<file path="src/rtl/ssb_seq_pkg.sv">
// ssb_seq_pkg
// Shared definitions for the NR PSS/SSS transmit sequence generator:
// sequence lengths and index limits, the FSM state enum, the latched
// request record, and the three 127-bit m-sequences (bit i = x(i)).
package ssb_seq_pkg;

   localparam int SEQ_LEN    = 127;
   localparam int N_id_1_MAX = 335;
   localparam int N_id_2_MAX = 2;

   typedef enum logic [1:0] {
      IDLE = 2'd0,
      LOAD = 2'd1,
      PSS  = 2'd2,
      SSS  = 2'd3
   } seq_state_t;

   typedef struct packed {
      logic [8:0] n_id_1;
      logic [1:0] n_id_2;
   } ssb_req_t;

   // Unrolls x(i+7) = x(i+tap) ^ x(i) from a 7-bit seed into the full
   // 127-entry sequence. Evaluated at elaboration only.
   function automatic logic [SEQ_LEN-1:0] lfsr_seq(input logic [6:0] seed,
                                                   input int tap);
      logic [SEQ_LEN-1:0] x;
      x      = '0;
      x[6:0] = seed;
      for (int i = 0; i < SEQ_LEN - 7; i++)
         x[i+7] = x[i+tap] ^ x[i];
      return x;
   endfunction

   // Seeds are written x(6)..x(0).
   localparam logic [SEQ_LEN-1:0] PSS_X  = lfsr_seq(7'b1110110, 4);
   localparam logic [SEQ_LEN-1:0] SSS_X0 = lfsr_seq(7'b0000001, 4);
   localparam logic [SEQ_LEN-1:0] SSS_X1 = lfsr_seq(7'b0000001, 1);

endpackage

</file>
<file path="src/rtl/ssb_seq_gen_mod127_counter.sv">
// mod127_counter
// Running index into a 127-entry sequence. Presets on load_i, advances on
// en_i, wraps 126 -> 0. Exposes the value the register takes at the next
// edge so the caller can fetch the matching sample into its own output
// register in the same cycle.
// Ports:
//   clk_i, reset_ni   clock, async active-low reset
//   load_i, preset_i  load preset value (wins over en_i)
//   en_i              advance by one
//   nxt_o             next-state index
module mod127_counter
   import ssb_seq_pkg::*;
(
   input  logic       clk_i,
   input  logic       reset_ni,
   input  logic       load_i,
   input  logic [6:0] preset_i,
   input  logic       en_i,
   output logic [6:0] nxt_o
);

   logic [6:0] cnt_q;

   always_comb begin
      nxt_o = cnt_q;
      if (load_i)
         nxt_o = preset_i;
      else if (en_i)
         nxt_o = (cnt_q == 7'(SEQ_LEN - 1)) ? 7'd0 : cnt_q + 7'd1;
   end

   always_ff @(posedge clk_i or negedge reset_ni) begin
      if (!reset_ni)
         cnt_q <= '0;
      else
         cnt_q <= nxt_o;
   end

endmodule

</file>
<file path="src/rtl/ssb_seq_gen.sv">
// ssb_seq_gen
// Generates the 127-sample BPSK PSS for N_id_2 followed by the 127-sample
// BPSK SSS for (N_id_1, N_id_2) as an AXI-stream of complex samples.
// Bit b maps to real = b ? -AMP : +AMP, imag = 0.
// Ports:
//   clk_i, reset_ni          clock, async active-low reset
//   N_id_1_i, N_id_2_i       cell id parts, sampled with N_id_valid_i in IDLE
//   N_id_valid_i             request strobe
//   busy_o                   request accepted, stream not yet finished
//   error_o                  one-cycle pulse on an out-of-range request
//   m_axis_out_*             sample stream; tuser 0 = PSS, 1 = SSS;
//                            tlast on the final SSS sample
module ssb_seq_gen
   import ssb_seq_pkg::*;
#(
   parameter int OUT_DW = 32,
   parameter int AMP    = 2**(OUT_DW/2-2)
)(
   input  logic              clk_i,
   input  logic              reset_ni,
   input  logic [8:0]        N_id_1_i,
   input  logic [1:0]        N_id_2_i,
   input  logic              N_id_valid_i,
   output logic              busy_o,
   output logic              error_o,
   output logic [OUT_DW-1:0] m_axis_out_tdata,
   output logic              m_axis_out_tuser,
   output logic              m_axis_out_tlast,
   output logic              m_axis_out_tvalid,
   input  logic              m_axis_out_tready
);

   localparam int HW = OUT_DW / 2;
   localparam logic signed [HW-1:0] AMP_POS = HW'(AMP);
   localparam logic signed [HW-1:0] AMP_NEG = -AMP_POS;

   localparam logic [1:0] S_IDLE = IDLE;
   localparam logic [1:0] S_LOAD = LOAD;
   localparam logic [1:0] S_PSS  = PSS;
   localparam logic [1:0] S_SSS  = SSS;

   localparam logic [6:0] LAST_N = 7'(SEQ_LEN - 1);

   function automatic logic [OUT_DW-1:0] bpsk(input logic b);
      return {{HW{1'b0}}, (b ? AMP_NEG : AMP_POS)};
   endfunction

   logic [1:0]  state_q;
   ssb_req_t    req_q;
   logic [6:0]  n_q;          // sample number within the current sequence
   logic        tvalid_q, tuser_q, tlast_q, err_q;
   logic [OUT_DW-1:0] tdata_q;

   logic        hs, legal, load;
   logic [1:0]  grp;
   logic [6:0]  pss_off, m0, m1;
   logic [6:0]  pss_nxt, x0_nxt, x1_nxt;

   assign hs    = tvalid_q & m_axis_out_tready;
   assign load  = (state_q == S_LOAD);
   assign legal = (N_id_1_i <= 9'(N_id_1_MAX)) && (N_id_2_i <= 2'(N_id_2_MAX));

   // Offsets from the latched request. The group floor(N_id_1/112) comes
   // from two compares; every offset lands in 0..111 so no mod is needed.
   always_comb begin
      grp = 2'd0;
      m0  = 7'd0;
      m1  = 7'(req_q.n_id_1);
      if (req_q.n_id_1 >= 9'd224) begin
         grp = 2'd2;
         m1  = 7'(req_q.n_id_1 - 9'd224);
      end else if (req_q.n_id_1 >= 9'd112) begin
         grp = 2'd1;
         m1  = 7'(req_q.n_id_1 - 9'd112);
      end
      case (grp)
         2'd1:    m0 = 7'd15;
         2'd2:    m0 = 7'd30;
         default: m0 = 7'd0;
      endcase
      m0 = m0 + 7'(req_q.n_id_2) * 7'd5;
      case (req_q.n_id_2)
         2'd1:    pss_off = 7'd43;
         2'd2:    pss_off = 7'd86;
         default: pss_off = 7'd0;
      endcase
   end

   // x0/x1 only advance during SSS, so at the PSS->SSS switch they still
   // sit on their presets and supply SSS n=0 without a bubble.
   mod127_counter u_pss_idx (
      .clk_i    (clk_i),
      .reset_ni (reset_ni),
      .load_i   (load),
      .preset_i (pss_off),
      .en_i     (hs && (state_q == S_PSS)),
      .nxt_o    (pss_nxt)
   );

   mod127_counter u_x0_idx (
      .clk_i    (clk_i),
      .reset_ni (reset_ni),
      .load_i   (load),
      .preset_i (m0),
      .en_i     (hs && (state_q == S_SSS)),
      .nxt_o    (x0_nxt)
   );

   mod127_counter u_x1_idx (
      .clk_i    (clk_i),
      .reset_ni (reset_ni),
      .load_i   (load),
      .preset_i (m1),
      .en_i     (hs && (state_q == S_SSS)),
      .nxt_o    (x1_nxt)
   );

   always_ff @(posedge clk_i or negedge reset_ni) begin
      if (!reset_ni) begin
         state_q  <= S_IDLE;
         req_q    <= '0;
         n_q      <= '0;
         tvalid_q <= 1'b0;
         tuser_q  <= 1'b0;
         tlast_q  <= 1'b0;
         tdata_q  <= '0;
         err_q    <= 1'b0;
      end else begin
         err_q <= (state_q == S_IDLE) && N_id_valid_i && !legal;
         case (state_q)
            S_IDLE: begin
               if (N_id_valid_i && legal) begin
                  req_q   <= '{n_id_1: N_id_1_i, n_id_2: N_id_2_i};
                  state_q <= S_LOAD;
               end
            end
            S_LOAD: begin
               state_q  <= S_PSS;
               n_q      <= '0;
               tvalid_q <= 1'b1;
               tuser_q  <= 1'b0;
               tlast_q  <= 1'b0;
               tdata_q  <= bpsk(PSS_X[pss_nxt]);
            end
            S_PSS: begin
               if (hs) begin
                  if (n_q == LAST_N) begin
                     state_q <= S_SSS;
                     n_q     <= '0;
                     tuser_q <= 1'b1;
                     tdata_q <= bpsk(SSS_X0[x0_nxt] ^ SSS_X1[x1_nxt]);
                  end else begin
                     n_q     <= n_q + 7'd1;
                     tdata_q <= bpsk(PSS_X[pss_nxt]);
                  end
               end
            end
            S_SSS: begin
               if (hs) begin
                  if (n_q == LAST_N) begin
                     state_q  <= S_IDLE;
                     tvalid_q <= 1'b0;
                     tuser_q  <= 1'b0;
                     tlast_q  <= 1'b0;
                     tdata_q  <= '0;
                  end else begin
                     n_q     <= n_q + 7'd1;
                     tlast_q <= (n_q == LAST_N - 7'd1);
                     tdata_q <= bpsk(SSS_X0[x0_nxt] ^ SSS_X1[x1_nxt]);
                  end
               end
            end
            default: state_q <= S_IDLE;
         endcase
      end
   end

   assign busy_o            = (state_q != S_IDLE);
   assign error_o           = err_q;
   assign m_axis_out_tdata  = tdata_q;
   assign m_axis_out_tuser  = tuser_q;
   assign m_axis_out_tlast  = tlast_q;
   assign m_axis_out_tvalid = tvalid_q;

endmodule

</file>
<file path="config.mk">
export PLATFORM = sky130hd
export DESIGN_NAME = ssb_seq_gen
export DESIGN_NICKNAME = d
export VERILOG_FILES = /design/src/rtl/ssb_seq_pkg.sv /design/src/rtl/ssb_seq_gen_mod127_counter.sv /design/src/rtl/ssb_seq_gen.sv
export SDC_FILE = /design/constraint.sdc
export NUM_CORES = 1
export LEC_CHECK = 0
export ABC_CLOCK_PERIOD_IN_PS = 4400
export BUFFER_PORTS_ARGS = -buffer_cell sky130_fd_sc_hd__buf_4
export CAP_MARGIN = 20
export CORE_MARGIN = 2
export CORE_UTILIZATION = 35
export DETAILED_ROUTE_END_ITERATION = 8
export GPL_TIMING_DRIVEN = 0
export PLACE_DENSITY_LB_ADDON = 0.12
export SKIP_CTS_REPAIR_TIMING = 1
export SYNTH_ARGS = -nofsm -noshare
export SYNTH_HDL_FRONTEND = slang
export SYNTH_SLANG_ARGS = --single-unit
</file>
<file path="constraint.sdc">
create_clock -name clk_i -period 4.4 [get_ports clk_i]
set_input_delay 0.66 -clock clk_i [delete_from_list [all_inputs] [get_ports clk_i]]
set_output_delay 0.66 -clock clk_i [all_outputs]
set_load 0.005 [all_outputs]
</file>
== Word-level counts from Yosys, hierarchy flattened ==
Memories as Yosys holds them, arrays and structs flattened.
Cells that the tools add are included.
Widths: inputs -> output; s select.
Word-level totals
  bits of input ports: 15
  flip-flop bits (word level): 77
  output and inout bits: 37
  bits in latches: 0
  memories kept: 3
  logic and storage cells: 113
  bits in writable memories: 0
  bits in read-only memories: 384
Operators by class
  divide/modulo/power cells: 0
  $add $sub $neg: 7
  shifts and indexed selects: 0
  equality and inequality tests: 18
  reduce and logical (&&, ||, !) cells: 18
  $lt $le $gt $ge: 7
  bitwise operators: 2
  multiplexer cells: 45
  multipliers: 1
Memory list
  (name not given): depth 128, bits a word 1, read ports 1, clocked after memory_dff 0, write ports 0, line ssb_seq_gen.sv:169  | tdata_q <= bpsk(SSS_X0[x0_nxt] ^ SSS_X1[x1_nxt]);
  (name not given): depth 128, bits a word 1, read ports 1, clocked after memory_dff 0, write ports 0, line ssb_seq_gen.sv:169
  (name not given): depth 128, bits a word 1, read ports 1, clocked after memory_dff 0, write ports 0, line ssb_seq_gen.sv:154  | tdata_q <= bpsk(PSS_X[pss_nxt]);
Operators by type and width (count)
  $mux 7: 15
  $pmux 32 s3: 1
  $mux 16: 4
  $mux 32: 2
  $eq 7x7->1 const B: 5
  $add 7x1->7 const B: 4
  $lt 7x8->1 const B: 3
  $pmux 7 s3: 1
  $pmux 7 s2: 1
  $sub 7x7->7 const B: 2
  $mux 2: 6
  $mux 1: 10
  $pmux 5 s2: 1
  $reduce_and 5->1: 2
  $ge 9x7->1 const B: 1
  $ge 9x8->1 const B: 1
  $le 9x9->1 const B: 1
  $eq 2x2->1 const B: 4
  $pmux 2 s4: 1
  $add 7x5->7: 1
  $eq 2x1->1 const B: 3
  $logic_and 1x1->1: 6
  $ne 2x1->1 const B: 3
  $ne 2x2->1 const B: 3
  other kinds (13): 17

== Depth between registers and ports, before layout ==
  word-level depth: 14
  gate-level depth with buffers: 19
  depth with buffers taken out: 18

== By module ==
From an unflattened synthesis, not the netlist that was laid out.
Second synthesis, totals
  cell total of the unflattened synthesis: 490
  area, all modules: 4262.8 µm²
By module, submodules not included
  ssb_seq_gen: cells each 343, area an instance 2930.3 µm², times used 1, sequential area each 650.6 µm²
  mod127_counter: cells each 49, area an instance 444.2 µm², times used 3, sequential area each 175.2 µm²

== Least setup slack after synthesis ==
Ideal clock, no wire load.
  kind: register to register
  start point: register req_q[7] (netlist bit)
  end point: register tdata_q[15] (netlist: m_axis_out_tdata[15])
  stages on the path, launching flop included: 17
  setup time: 0.138 ns
  path buffers: 1
  required time: 4.262 ns
  period minus slack after synthesis: 3.979 ns
  data arrival time: 3.841 ns
  slack: 0.421 ns
  path through: dfrtp_1 > ha_1 > a211o_1 > a31oi_1 > inv_1 > ha_1 > ha_1 > fa_1 > xor2_1 > a21o_1 > buf_6 > mux2_4 > o311ai_2 > a21oi_1 > a211oi_2 > xnor2_1 > o221ai_2
Between the ends
  word-level cells in the longest chain between the ends: 14
  elaborated cells on any way between the ends: 25
  those cells by class: add/sub: 3; order compare: 2; eq/ne: 2; mux: 15; bitwise: 1; memory: 2
Ends and longest elaborated chain
  from (decl): line ssb_seq_gen.sv:49  | ssb_req_t req_q;
  from (signal assigned): line ssb_seq_gen.sv:133  | req_q <= '{n_id_1: N_id_1_i, n_id_2: N_id_2_i};
  $ge 9x7->1: line ssb_seq_gen.sv:72  | end else if (req_q.n_id_1 >= 9'd112) begin
  $mux 1: line ssb_seq_gen.sv:72
  $mux 2: line ssb_seq_gen.sv:69  | if (req_q.n_id_1 >= 9'd224) begin
  $eq 2x2->1 / $eq 2x1->1 (equally long branches): line ssb_seq_gen.sv:76  | case (grp)
  $pmux 5 s2: line ssb_seq_gen.sv:76
  $add 7x5->7: line ssb_seq_gen.sv:81  | m0 = m0 + 7'(req_q.n_id_2) * 7'd5;
  $mux 7: line ssb_seq_gen_mod127_counter.sv:26  | if (load_i)
  $mem_v2 128x1
  $mux 1 (implied by the code): line ssb_seq_gen.sv:169
  $xor 1x1->1 (*): line ssb_seq_gen.sv:169
  $mux 16 (*): line ssb_seq_gen.sv:45  | return {{HW{1'b0}}, (b ? AMP_NEG : AMP_POS)};
  $mux 16 (on tied branches): line ssb_seq_gen.sv:160, ssb_seq_gen.sv:147
  $mux 32 (on tied branches): line ssb_seq_gen.sv:159, ssb_seq_gen.sv:146
  $pmux 32 s3 (*): line ssb_seq_gen.sv:130  | case (state_q)
  to (signal assigned): line ssb_seq_gen.sv:143  | tdata_q <= bpsk(PSS_X[pss_nxt]);
  to (signal assigned): line ssb_seq_gen.sv:154
  to (signal assigned): line ssb_seq_gen.sv:169
  to (decl): line ssb_seq_gen.sv:52  | logic [OUT_DW-1:0] tdata_q;
Every way passes the cells marked *; elsewhere a longest branch is shown, timed or not. The select of a mux whose other input is x is not followed.
A chain may end at the register's enable or synchronous reset.

== Worst setup path in the final report ==
  start point: register req_q[7] (netlist bit)
  end point: register tdata_q[15] (netlist: m_axis_out_tdata[15])
Between the ends
  word-level cells in the longest chain between the ends: 14
  elaborated cells on any way between the ends: 25
  those cells by class: add/sub: 3; order compare: 2; eq/ne: 2; mux: 15; bitwise: 1; memory: 2
Ends and longest elaborated chain
  $ge 9x7->1: line ssb_seq_gen.sv:72
  $mux 1: line ssb_seq_gen.sv:72
  $mux 2 (*): line ssb_seq_gen.sv:69
  $eq 2x2->1 / $eq 2x1->1 (equally long branches): line ssb_seq_gen.sv:76
  $pmux 5 s2 (*): line ssb_seq_gen.sv:76
  $add 7x5->7 (*): line ssb_seq_gen.sv:81
  $mux 7 (*): line ssb_seq_gen_mod127_counter.sv:26
  named net u_x0_idx.nxt_o[4]: line ssb_seq_gen_mod127_counter.sv:19  | output logic [6:0] nxt_o
  $mem_v2 128x1 (*)
  $mux 1 (implied by the code) (*): line ssb_seq_gen.sv:169
  $xor 1x1->1 (*): line ssb_seq_gen.sv:169
  $mux 16 (*): line ssb_seq_gen.sv:45
  $mux 16 (on tied branches): line ssb_seq_gen.sv:160, ssb_seq_gen.sv:147
  $mux 32 (on tied branches): line ssb_seq_gen.sv:159, ssb_seq_gen.sv:146
  $pmux 32 s3 (*): line ssb_seq_gen.sv:130
Mark *: on every way through the listed nets, which the timed path passes. The rest lies on a longest branch. The select of a mux whose other input is x is not followed.

==> flow_summary_export.csv <==
group,metric,value,unit
cts,htree_levels,2,
cells_and_area,fin_area,5150,um2
synthesis,synthAdderAreaFrac,13.1,%
placed_design,dpl-instance-area,4940,um2
cells_and_area,layout_common_cells,"56 x buf_4, 48 x nand2_1, 45 x dfrtp_1, 44 x ha_1, 38 x nor2_1",
worst_setup_path,cp.required,4.56,ns
grt,gr-usage-all-layers,16.9,%
grt,antenna_found_initial,0,
worst_setup_path,critPathKind,"reg -> reg",
timing,setup_viol,0,
cts,cts_tree,"done",
synthesis,synth-seq-cells,47,
synthesis,synthSimpleGateAreaFrac,18.5,%
synthesis,synth.area.mux_share,6.90,%
drt,num_vias,3905,
synthesis,syn_area_per_cell,8.71,um2
cts,cts_sinks,47,
cells_and_area,stdcell_count,743,
synthesis,ys_async_sr_fraction,100,%
cells_and_area,n_fill_cell,1319,
drt,ant_nets,0,
timing,slew_viol_final,0,
grt,grt_pass1_vias,3586,
floorplan,die_area,13700,um2
grt,grt_start_max_net_pins,48,
cts,path_clk_slew,0.07,ns
placed_design,dpl_worst_slack,-0.137,ns
cts,clock_path_buffers,2,
drt,drc_errors,0,
synthesis,synth_top_family_by_area,"compound AO/OA/AOI/OAI gates",
worst_setup_path,critPathSlowestCell,"dfrtp_2",
grt,grt_pass1_wl,18.4,mm
timing,worstMarginPinSlew,0.828,ns
floorplan,core-area,12500,um2
grt,gr-total-overflow,0,
synthesis,netlist_instances,512,
timing,fin_ws,0.152,ns
synthesis,syn-cell-area,4460,um2
timing,setup_tns,0,ns
floorplan,num_rows,41,
placed_design,portBuffers,21,
run,cap_violations,0,
timing,finalCritPeriodShare,96.5,%
synthesis,ys_warn_count,0,
placed_design,place_inst,734,
synthesis,synth_compound_area_share,21.4,%
drt,wl_per_cell,14.9,um
status,status,"finished, final reports clean",
timing,relSlewSlack,44.3,%
cts,insertion_delay,0.29,ns
synthesis,ys_seq_area_share,26.4,%
floorplan,die_h,117,um
drt,drt-initial-drc-count,176,
worst_setup_path,worstPathArrival,4.41,ns
synthesis,ys.flop_type,"dfrtp_1",
synthesis,yosys.area_share.xor_xnor,3.14,%
cells_and_area,syn2layout_area_growth,15.4,%
floorplan,initial_core_util,35.6,%
cells_and_area,fin_nets,631,
worst_setup_path,crit_buf_inv,2,
drt,wl,11.1,mm
worst_setup_path,crit_family,"compound AO/OA/AOI/OAI gates",
timing,fin_skew,0.00862,ns
floorplan,ioPinCount,52,
cells_and_area,final_common_cell,"buf_4",
worst_setup_path,crit_path_frequent_cell,"ha_1",
worst_setup_path,endpoint_kind,"flop",
placed_design,place.gp.congestion,0.853,
worst_setup_path,cp-start-kind,"flop",
timing,finalHoldViolCount,0,
worst_setup_path,cp_cell_sequence,"ha_1 > a211o_1 > a31oi_4 > inv_1 > ha_1 > ha_1 > a21oi_1 > o21ai_0 > a221oi_2 > clkbuf_4 > a21oi_1 > o2111ai_1 > o31ai_1 > a211oi_2 > xnor2_2 > o221ai_2",
worst_setup_path,crit_path_max_fanout,10,
drt,viasPerCell,5.26,
drt,first_pass_iters,5,
synthesis,ys_types,75,
worst_setup_path,cpPeakStageDelay,0.45,ns
cts,numCtsBuffers,5,
cts,cts_root_buf,"clkbuf_16",
timing,fin_crit,4.25,ns
cells_and_area,diodes,0,
min_path,hp-class,"in -> async",
synthesis,synth_edf_count,0,
timing,fmax,235,MHz
placed_design,dp.final_hpwl,8.35,mm
cells_and_area,drive_gt1_share,20.8,%
floorplan,die_w,117,um
[flip-flops by register name, summed over array words and instances (netlist names), 2 cells and up]
name,count
m_axis_out_tdata,2
n_q,7
req_q,11
state_q,2
u_pss_idx.cnt_q,7
u_x0_idx.cnt_q,7
u_x1_idx.cnt_q,7
[worst paths after layout]
kind	startpoint	endpoint	slack [ns]	cells past startpoint
max in group asynchronous	reset_ni	req_q[7]$_DFFE_PN0P_	3.54	1
min in group clk_i	m_axis_out_tlast$_DFFE_PN0P_	m_axis_out_tlast$_DFFE_PN0P_	0.49	2
worst min register to register	m_axis_out_tlast$_DFFE_PN0P_	m_axis_out_tlast$_DFFE_PN0P_	0.49	2
worst min-delay path	reset_ni	n_q[1]$_DFFE_PN0P_	0.39	1
worst max-delay path	req_q[7]$_DFFE_PN0P_	m_axis_out_tdata[15]$_DFFE_PN0P_	0.15	16
worst max register to register	req_q[7]$_DFFE_PN0P_	m_axis_out_tdata[15]$_DFFE_PN0P_	0.15	16
[routing by layer]
metal,track usage [%],up-vias,part of all wire (%)
li1,-,1911,-
met1,24.0,1873,48
met2,27.7,115,46
met5,0,-,0
met4,3.14,0,0.75
met3,2.52,6,4.7
[cells by family (layout without fill, tap and decap cells)]
kind of cell,count (synthesis),in the layout
and+or+nand+nor,162,162
AOI/OAI and AO/OA,128,128
buffers and inverters,85,115
DFF,47,47
adders and majority gates,46,46
muxes,27,27
xor gates and xnor gates,16,16
other,1,30
[cell type report]
cell class | instances | area, um2 | share of cell area, %
Buffer | 48 | 337 | 6.54
Clock inverter | 2 | 12.5 | 0.243
Inverter | 37 | 144 | 2.80
Multi-Input combinational cell | 409 | 2970 | 57.6
Tap cell | 172 | 215 | 4.18
Sequential cell | 47 | 1180 | 22.9
Timing Repair Buffer | 22 | 165 | 3.21
Clock buffer | 6 | 129 | 2.50
[worst register-to-register path: stages (launching register included)]
cell	delay [ns]
dfrtp_2	0.45
ha_1	0.23
a211o_1	0.35
a31oi_4	0.23
inv_1	0.12
ha_1	0.30
ha_1	0.34
a21oi_1	0.19
o21ai_0	0.13
a221oi_2	0.41
clkbuf_4	0.30
a21oi_1	0.10
o2111ai_1	0.22
o31ai_1	0.14
a211oi_2	0.32
xnor2_2	0.18
o221ai_2	0.11
[cells in the mapped netlist (all sizes together), types with 3 or more instances]
cell type	count	share of area [%]
nor4	4	0.56
o31a	3	0.59
o31ai	9	1.7
nand4	12	2.0
or4	4	0.67
nand2	49	4.2
ha	45	13
o211ai	5	0.95
or3	5	0.70
o2111ai	3	0.59
a31oi	9	1.3
buf	43	7.0
nand3	16	2.1
clkbuf	5	0.42
a21oi	22	2.6
nor2	39	3.3
a21o	5	0.84
nor3	8	1.2
inv	37	3.1
nor2b	4	0.56
mux2i	12	2.8
and2	4	0.56
o21bai	4	0.67
a211oi	10	2.0
xnor2	7	1.4
xor2	9	1.8
nand2b	4	0.56
a211o	5	0.98
and3	7	0.98
dfrtp	47	26
a31o	3	0.59
mux2	14	3.6
o21ai	22	2.5
[stage by stage]
| stage | utilization [%] | hold WS (ns) |
|---|---|---|
| 6_report | 41.1 | 0.387 |
| 5_1_grt | 41.1 | 0.455 |
| 4_1_cts | 40.6 | 0.419 |
| 3_5_place_dp | 39.5 | 0.481 |
| 3_3_place_gp | 39.5 | 0.476 |
| 2_1_floorplan | - | 0.364 |
Power is left out: the tool's default activity adds up to more than one toggle a clock period on the data nets, which glitch-free logic cannot reach.
